===== src/rtl/pov_hand_renderer_if.sv =====
// Signal bundle between time_counter / index sensor and the POV hand renderer.
// Latency: none (wires only). Backpressure: none, all signals are levels or pulses.
interface pov_hand_renderer_if #(
   parameter int LED_COUNT = 16,
   parameter int COL_W     = 6,
   parameter int PERIOD_W  = 24
);
   logic                 index_in;
   logic [5:0]           curr_hours;
   logic [6:0]           curr_minutes;
   logic [6:0]           curr_seconds;
   logic [LED_COUNT-1:0] led_col;
   logic [COL_W-1:0]     col_idx;
   logic                 stalled;
   logic [PERIOD_W-1:0]  rev_period;

   modport master (
      output index_in, curr_hours, curr_minutes, curr_seconds,
      input  led_col, col_idx, stalled, rev_period
   );

   modport slave (
      input  index_in, curr_hours, curr_minutes, curr_seconds,
      output led_col, col_idx, stalled, rev_period
   );
endinterface


===== src/rtl/pov_hand_renderer.sv =====
// POV clock hands: times the index pulse, splits a revolution into columns, drives LEDs (TICK_MARKS_EN adds 5-column marks).
// Latency: index edge acts 3 cycles after raw rise; led_col follows col_idx by 1 cycle.
// Backpressure: none; free-running, blanks after STALL_TIMEOUT cycles without an accepted edge.
module pov_hand_renderer #(
   parameter int NUM_COLS   = 60,
   parameter int COL_W      = 6,
   parameter int LED_COUNT  = 16,
   parameter int MIN_LEN    = 14,
   parameter int HOUR_LEN   = 10,
   parameter int PERIOD_W   = 24,
   parameter int MIN_PERIOD = 1000,
   parameter logic [PERIOD_W-1:0] STALL_TIMEOUT = 24'd10000000
) (
   input  logic sys_clk,
   input  logic rst_n,
   pov_hand_renderer_if.slave bus
);
   localparam int CNT_W = $clog2(PERIOD_W + 1);
   localparam logic [LED_COUNT-1:0] ALL_ON    = '1;
   localparam logic [LED_COUNT-1:0] MIN_MASK  = ALL_ON >> (LED_COUNT - MIN_LEN);
   localparam logic [LED_COUNT-1:0] HOUR_MASK = ALL_ON >> (LED_COUNT - HOUR_LEN);

   typedef enum logic [1:0] {IDLE = 2'd0, MEASURE = 2'd1, RUN = 2'd2} state_t;

   state_t               state_q;
   logic                 stalled_q;
   logic [2:0]           idx_sync_q;
   logic                 edge_det, accept, stall_hit, div_last, div_ge;
   logic [PERIOD_W:0]    period_inc, div_shift;
   logic [PERIOD_W-1:0]  period_cnt_q, period_cnt_d;
   logic [PERIOD_W-1:0]  rev_period_q, rev_period_d;
   logic [5:0]           snap_h_q, snap_h_d;
   logic [6:0]           snap_m_q, snap_m_d, snap_s_q, snap_s_d;
   logic [COL_W-1:0]     col_idx_q, col_idx_d;
   logic [PERIOD_W-1:0]  col_tmr_q, col_tmr_d;
   logic [PERIOD_W-1:0]  col_width_q, col_width_d;
   logic [PERIOD_W-1:0]  col_act_q, col_act_d;
   logic                 div_busy_q, div_busy_d;
   logic [CNT_W-1:0]     div_cnt_q, div_cnt_d;
   logic [PERIOD_W-1:0]  div_rem_q, div_rem_d, div_quo_q, div_quo_d;
   logic [PERIOD_W-1:0]  div_sub, div_quo_nxt;
   logic [LED_COUNT-1:0] led_q, led_d;
   logic [5:0]           h12;
   logic [6:0]           m_cl, s_cl, hour_col, col_ext;

   assign edge_det   = idx_sync_q[1] & ~idx_sync_q[2];
   assign period_inc = {1'b0, period_cnt_q} + (PERIOD_W+1)'(1);
   // Anything closer than MIN_PERIOD to the last accepted edge is a glitch, except when nothing is being tracked.
   assign accept     = edge_det && ((state_q == IDLE) || (period_inc >= (PERIOD_W+1)'(MIN_PERIOD)));
   assign stall_hit  = !accept && (state_q != IDLE) && (period_cnt_q == STALL_TIMEOUT);

   assign div_shift   = {div_rem_q, div_quo_q[PERIOD_W-1]};
   assign div_ge      = div_shift >= (PERIOD_W+1)'(NUM_COLS);
   assign div_sub     = div_shift[PERIOD_W-1:0] - PERIOD_W'(NUM_COLS);
   assign div_quo_nxt = {div_quo_q[PERIOD_W-2:0], div_ge};
   assign div_last    = div_busy_q && (div_cnt_q == CNT_W'(1));

   always_comb begin
      period_cnt_d = period_cnt_q;
      rev_period_d = rev_period_q;
      snap_h_d     = snap_h_q;
      snap_m_d     = snap_m_q;
      snap_s_d     = snap_s_q;
      col_idx_d    = col_idx_q;
      col_tmr_d    = col_tmr_q;
      col_width_d  = col_width_q;
      col_act_d    = col_act_q;
      div_busy_d   = div_busy_q;
      div_cnt_d    = div_cnt_q;
      div_rem_d    = div_rem_q;
      div_quo_d    = div_quo_q;

      if (accept)
         period_cnt_d = '0;
      else if (period_cnt_q != STALL_TIMEOUT)
         period_cnt_d = period_inc[PERIOD_W-1:0];

      if (div_busy_q) begin
         div_rem_d = div_ge ? div_sub : div_shift[PERIOD_W-1:0];
         div_quo_d = div_quo_nxt;
         div_cnt_d = div_cnt_q - CNT_W'(1);
         if (div_last) begin
            div_busy_d  = 1'b0;
            col_width_d = (div_quo_nxt == '0) ? PERIOD_W'(1) : div_quo_nxt;
            if (state_q == MEASURE)
               col_act_d = col_width_d;
         end
      end

      if (accept) begin
         snap_h_d  = bus.curr_hours;
         snap_m_d  = bus.curr_minutes;
         snap_s_d  = bus.curr_seconds;
         col_idx_d = '0;
         col_tmr_d = '0;
         col_act_d = col_width_q;
         if (state_q != IDLE) begin
            rev_period_d = period_inc[PERIOD_W-1:0];
            div_busy_d   = 1'b1;
            div_cnt_d    = CNT_W'(PERIOD_W);
            div_rem_d    = '0;
            div_quo_d    = period_inc[PERIOD_W-1:0];
         end
      end else if (state_q == RUN) begin
         // A freshly divided width is only picked up at a column boundary.
         if (col_tmr_q == col_act_q - PERIOD_W'(1)) begin
            col_tmr_d = '0;
            col_act_d = col_width_q;
            if (col_idx_q != COL_W'(NUM_COLS - 1))
               col_idx_d = col_idx_q + COL_W'(1);
         end else begin
            col_tmr_d = col_tmr_q + PERIOD_W'(1);
         end
      end
   end

   always_comb begin
      if (snap_h_q >= 6'd24)
         h12 = '0;
      else if (snap_h_q >= 6'd12)
         h12 = snap_h_q - 6'd12;
      else
         h12 = snap_h_q;
      m_cl     = (snap_m_q > 7'd59) ? 7'd59 : snap_m_q;
      s_cl     = (snap_s_q > 7'd59) ? 7'd59 : snap_s_q;
      hour_col = {1'b0, h12} * 7'd5 + m_cl / 7'd12;
      col_ext  = 7'(col_idx_q);

      led_d = '0;
      if (state_q == RUN) begin
         if (col_ext == s_cl)
            led_d = led_d | ALL_ON;
         if (col_ext == m_cl)
            led_d = led_d | MIN_MASK;
         if (col_ext == hour_col)
            led_d = led_d | HOUR_MASK;
`ifdef TICK_MARKS_EN
         if ((col_ext % 7'd5) == 7'd0)
            led_d[LED_COUNT-1] = 1'b1;
`endif
      end
   end

   always_ff @(posedge sys_clk or negedge rst_n) begin
      if (!rst_n) begin
         state_q   <= IDLE;
         stalled_q <= 1'b1;
      end else begin
         case (state_q)
            IDLE: begin
               if (accept) begin
                  state_q   <= MEASURE;
                  stalled_q <= 1'b0;
               end
            end
            MEASURE: begin
               if (stall_hit) begin
                  state_q   <= IDLE;
                  stalled_q <= 1'b1;
               end else if (div_last) begin
                  state_q <= RUN;
               end
            end
            RUN: begin
               if (stall_hit) begin
                  state_q   <= IDLE;
                  stalled_q <= 1'b1;
               end
            end
            default: begin
               state_q   <= IDLE;
               stalled_q <= 1'b1;
            end
         endcase
      end
   end

   always_ff @(posedge sys_clk or negedge rst_n) begin
      if (!rst_n) begin
         idx_sync_q   <= '0;
         period_cnt_q <= '0;
         rev_period_q <= '0;
         snap_h_q     <= '0;
         snap_m_q     <= '0;
         snap_s_q     <= '0;
         col_idx_q    <= '0;
         col_tmr_q    <= '0;
         col_width_q  <= '0;
         col_act_q    <= '0;
         div_busy_q   <= 1'b0;
         div_cnt_q    <= '0;
         div_rem_q    <= '0;
         div_quo_q    <= '0;
         led_q        <= '0;
      end else begin
         idx_sync_q   <= {idx_sync_q[1:0], bus.index_in};
         period_cnt_q <= period_cnt_d;
         rev_period_q <= rev_period_d;
         snap_h_q     <= snap_h_d;
         snap_m_q     <= snap_m_d;
         snap_s_q     <= snap_s_d;
         col_idx_q    <= col_idx_d;
         col_tmr_q    <= col_tmr_d;
         col_width_q  <= col_width_d;
         col_act_q    <= col_act_d;
         div_busy_q   <= div_busy_d;
         div_cnt_q    <= div_cnt_d;
         div_rem_q    <= div_rem_d;
         div_quo_q    <= div_quo_d;
         led_q        <= led_d;
      end
   end

   assign bus.led_col    = led_q;
   assign bus.col_idx    = col_idx_q;
   assign bus.stalled    = stalled_q;
   assign bus.rev_period = rev_period_q;
endmodule


===== src/flat_wrapper.sv =====
// flat-port wrapper written by rule: the top's interface ports become plain ports
module pov_hand_renderer_flat 
#(
   parameter int NUM_COLS   = 60,
   parameter int COL_W      = 6,
   parameter int LED_COUNT  = 16,
   parameter int MIN_LEN    = 14,
   parameter int HOUR_LEN   = 10,
   parameter int PERIOD_W   = 24,
   parameter int MIN_PERIOD = 1000,
   parameter logic [PERIOD_W-1:0] STALL_TIMEOUT = 24'd10000000
)
  (sys_clk, rst_n, bus_index_in, bus_curr_hours, bus_curr_minutes, bus_curr_seconds, bus_led_col, bus_col_idx, bus_stalled, bus_rev_period);
  pov_hand_renderer_if #(.LED_COUNT(LED_COUNT), .COL_W(COL_W), .PERIOD_W(PERIOD_W)) bus_i ();
  input  logic sys_clk;
  input  logic rst_n;
  input wire logic [$bits(bus_i.index_in)-1:0] bus_index_in;
  input wire logic [$bits(bus_i.curr_hours)-1:0] bus_curr_hours;
  input wire logic [$bits(bus_i.curr_minutes)-1:0] bus_curr_minutes;
  input wire logic [$bits(bus_i.curr_seconds)-1:0] bus_curr_seconds;
  output wire logic [$bits(bus_i.led_col)-1:0] bus_led_col;
  output wire logic [$bits(bus_i.col_idx)-1:0] bus_col_idx;
  output wire logic [$bits(bus_i.stalled)-1:0] bus_stalled;
  output wire logic [$bits(bus_i.rev_period)-1:0] bus_rev_period;
  assign bus_i.index_in = bus_index_in;
  assign bus_i.curr_hours = bus_curr_hours;
  assign bus_i.curr_minutes = bus_curr_minutes;
  assign bus_i.curr_seconds = bus_curr_seconds;
  assign bus_led_col = bus_i.led_col;
  assign bus_col_idx = bus_i.col_idx;
  assign bus_stalled = bus_i.stalled;
  assign bus_rev_period = bus_i.rev_period;
  pov_hand_renderer #(.NUM_COLS(NUM_COLS), .COL_W(COL_W), .LED_COUNT(LED_COUNT), .MIN_LEN(MIN_LEN), .HOUR_LEN(HOUR_LEN), .PERIOD_W(PERIOD_W), .MIN_PERIOD(MIN_PERIOD), .STALL_TIMEOUT(STALL_TIMEOUT)) u_core (.sys_clk(sys_clk), .rst_n(rst_n), .bus(bus_i));
endmodule

===== config.mk =====
export PLATFORM = sky130hd
export DESIGN_NAME = pov_hand_renderer_flat
export DESIGN_NICKNAME = d
export VERILOG_FILES = /design/src/rtl/pov_hand_renderer_if.sv /design/src/rtl/pov_hand_renderer.sv /design/src/flat_wrapper.sv
export SDC_FILE = /design/constraint.sdc
export NUM_CORES = 1
export LEC_CHECK = 0
export ABC_AREA = 1
export BUFFER_PORTS_ARGS = -buffer_cell sky130_fd_sc_hd__buf_2
export CORE_MARGIN = 1.5
export CORE_UTILIZATION = 40
export CTS_CLUSTER_DIAMETER = 30
export DETAILED_ROUTE_END_ITERATION = 16
export PLACE_DENSITY_LB_ADDON = 0.25
export SLEW_MARGIN = 20
export SYNTH_ARGS = -nofsm -noshare
export SYNTH_HDL_FRONTEND = slang
export SYNTH_SLANG_ARGS = --single-unit

===== constraint.sdc =====
create_clock -name sys_clk -period 3.6 [get_ports sys_clk]
set_input_delay 0.36 -clock sys_clk [delete_from_list [all_inputs] [get_ports sys_clk]]
set_output_delay 0.36 -clock sys_clk [all_outputs]
set_load 0.01 [all_outputs]

==> metrics.txt <==
FF+latch count, synth 209; peak supply drop about 0.5 mV; final hold vios 0; Setup violations, final 0; CP max stage cell fa_1; Crit Path Category reg -> reg; Critical Path AT approximately 3.9 ns; total number of vias 11,200; Routability Congestion 0.9093; setup_tns 0 ns; detailed router's first-iteration violation count 682; worst reg-to-reg setup slack 0.22 ns; fin area 15,440 um2; Final Net Count 1,868; CTS Sinks 209; max-slew violations 0; largest net degree at the start of global routing 91; Slew headroom 0.4475; clock skew 0.05665 ns; Worst Max-Slew Pin Slew 0.8279 ns; Distinct cells, synth 49; Final HPWL DP around 23,000 um; part of the power in registers 0.279; clk_lat worst skew 0.60 ns; Setup crit start u_core.snap_h_q[2]; Slowest Stage Delay on Critical Path 0.53 ns; first-pass GRT wire length ~54,000 um; Reg2Reg Launch Point u_core.snap_h_q[2]; Clk pwr share 0.383; PortBufs 69; asr flop ratio synth 1.000; vias in the first global route 10,950; Largest delay share family, worst path adder cells; Mapped Cells ~1,700; switch share 0.3713; setup slack after layout 0.2159 ns; Gate power share 0.337; overall die width roughly 180 um; Reg clk slew, reported paths 0.04 ns; CP Max Fanout 3; Avg Inst Size Synth ~7.3 um2; Routed WL 32,170 um; Antenna Cells 0; power per cell area between 800 and 900 nW/um2; CP Cell Sequence inv_2 -> ha_1 -> a211oi_2 -> buf_4 -> o22ai_1 -> inv_1 -> ha_1 -> fa_1 -> ha_4 -> inv_2 -> nor2_1 -> nor2_1 -> xor2_1 -> xor2_1 -> nor2_1 -> nand2_1 -> o31ai_2; H-tree depth 2; R2R cell count 17; Crit. End Element flop; ys flop type dfrtp_1; TritonCTS buffer count 56; Critical Path Source Type flop; remaining antenna violation count 0; Vias/cell around 5.0; Die ar. 32,220 um2; Wirelength per Cell roughly 14 um; max_cap viols 0; fmax 0.2955 GHz; sequential share of the synthesized area 0.4199; GRT Residual Overflow 0; Synthesis Warnings 0; Internal 8.695 mW; Fill cells about 3,000; die height 179.5 um; Syn-to-layout area delta 23.90%; share of cells above drive strength 1 0.1251; Max Buffers Root-to-Sink 3; synthesized net count 1,763; drc violations 0; commonest non-fill, non-tap cell in the layout nand2_1; All-Layer GR Usage 0.2017; FP Rows 64; CP dominant cell by count nor2_1; initial antenna violation count 0; total power between 10 and 15 mW; dpl ws 0.1278 ns; Tmin final 3.384 ns; run status finished, final reports clean; IO Pins 70; drt first pass iters 7; Tcrit/Tclk final 0.9400; Syn Std Cell Area 12,460 um2; Post-synth EDFFs 0; Critical Path RT 4.06 ns; Root Driver clkbuf_16; Crit path buffers/inverters 4; core area 30,590 um2; Critical R2R Capture u_core.bus.led_col[9]; Initial Util 0.4073; DP Area around 13,000 um2; Leakage 7.579 nW; Psw 5.134 mW; highest-count cells in the layout ignoring fill and taps 519 x nand2_1, 220 x nor2_1, 207 x dfrtp_1; HP Class in -> async; CTS tree done
==> state kept, by name, indices dropped and copies added, names as in the netlist <==
signal	flops
u_core.bus.col_idx	6
u_core.bus.led_col	3
u_core.bus.rev_period	24
u_core.bus.stalled	1
u_core.col_act_q	24
u_core.col_tmr_q	24
u_core.col_width_q	24
u_core.div_busy_q	1
u_core.div_cnt_q	5
u_core.div_quo_q	24
u_core.div_rem_q	24
u_core.idx_sync_q	3
u_core.period_cnt_q	24
u_core.snap_h_q	6
u_core.snap_m_q	7
u_core.snap_s_q	7
u_core.state_q	2
==> kinds of logic (layout without fill, tap and decap cells) <==
kind of cell / Yosys count / count (layout) / synth area share
XOR/XNOR: 87 / 87 / 0.06116
adder cells (fa/ha/maj): 29 / 29 / 0.03033
flip-flops: 209 / 209 / 0.4199
AO/OA/AOI/OAI: 212 / 212 / 0.09108
multiplexers: 2 / 2 / 0.001707
other: 1 / 1 / 0.0003010
buffers and inverters: 239 / 390 / 0.08235
AND/OR/NAND/NOR: 932 / 932 / 0.3132
==> worst max path at each step <==
stage / to / slack, ns / cells after the start
5_1_grt: u_core.bus.led_col[9] / -0.009 / 19
2_1_floorplan: u_core.bus.led_col[9] / 0.53 / 16
3_5_place_dp: u_core.bus.led_col[9] / 0.13 / 16
3_3_place_gp: u_core.bus.led_col[9] / 0.27 / 16
4_1_cts: u_core.bus.led_col[9] / 0.08 / 16
6_report: u_core.bus.led_col[9] / 0.22 / 17
==> synth_stat cells (all sizes together), types with 2 or more instances <==
cell type | count | share of area
a21boi | 3 | 0.0018
a21oi | 26 | 0.011
a22oi | 2 | 0.0012
a31oi | 2 | 0.0010
and3 | 2 | 0.0010
buf | 39 | 0.022
clkbuf | 31 | 0.0093
dfrtp | 208 | 0.42
fa | 2 | 0.0032
ha | 27 | 0.027
inv | 169 | 0.051
nand2 | 524 | 0.16
nand3 | 79 | 0.033
nand3b | 9 | 0.0054
nand4 | 42 | 0.021
nor2 | 234 | 0.074
nor3 | 22 | 0.0096
nor4 | 12 | 0.0060
o2111ai | 2 | 0.0014
o211ai | 2 | 0.0012
o21a | 5 | 0.0030
o21ai | 164 | 0.067
o31ai | 2 | 0.0012
or2 | 6 | 0.0030
xnor2 | 28 | 0.020
xor2 | 59 | 0.041
==> power groups by stage <==
stage                     clock network (mW)  registers (mW)  logic, mW
after floorplan                            0            3.63       3.65
after global placement                     0            3.85       4.36
after detailed placement                   0            3.87       4.49
after CTS                               5.37            3.85       4.54
after global routing                    5.52            3.97       5.41
final                                   5.30            3.86       4.67
==> routing by layer <==
layer  track usage  up-vias  share of wire
li1              -     5684              -
met3       0.03910       67          0.047
met5             0        -              0
met1        0.2744     5192           0.47
met2        0.3198      260           0.46
met4       0.07167        0          0.026
==> through the flow <==
stage / utilization / hold WS, ns / std cells
floorplan: - / 0.06441 / 1711
global placement: 0.4294 / 0.3583 / 2129
detailed placement: 0.4294 / 0.3595 / 2129
CTS: 0.5028 / 0.3693 / 2255
global route: 0.5047 / 0.3719 / 2258
finish: 0.5047 / 0.3553 / 2258
==> cell type report <==
type	instances	area [um2]	area share
tap	396	495.5	0.03210
multi-input combinational	1263	6242	0.4044
clock inverter	32	494.2	0.03201
clock buffer	72	1531	0.09921
timing repair buffer	117	807.0	0.05228
inverter	169	634.4	0.04109
sequential	209	5233	0.3390
==> repair_timing <==
action	CTS	global route
endpoints found under the hold margin	107	0
setup endpoints to repair	0	1
setup buffers	0	3
hold buffers	22	0
resized for setup	0	9
Power figures use the tool's default switching activity.
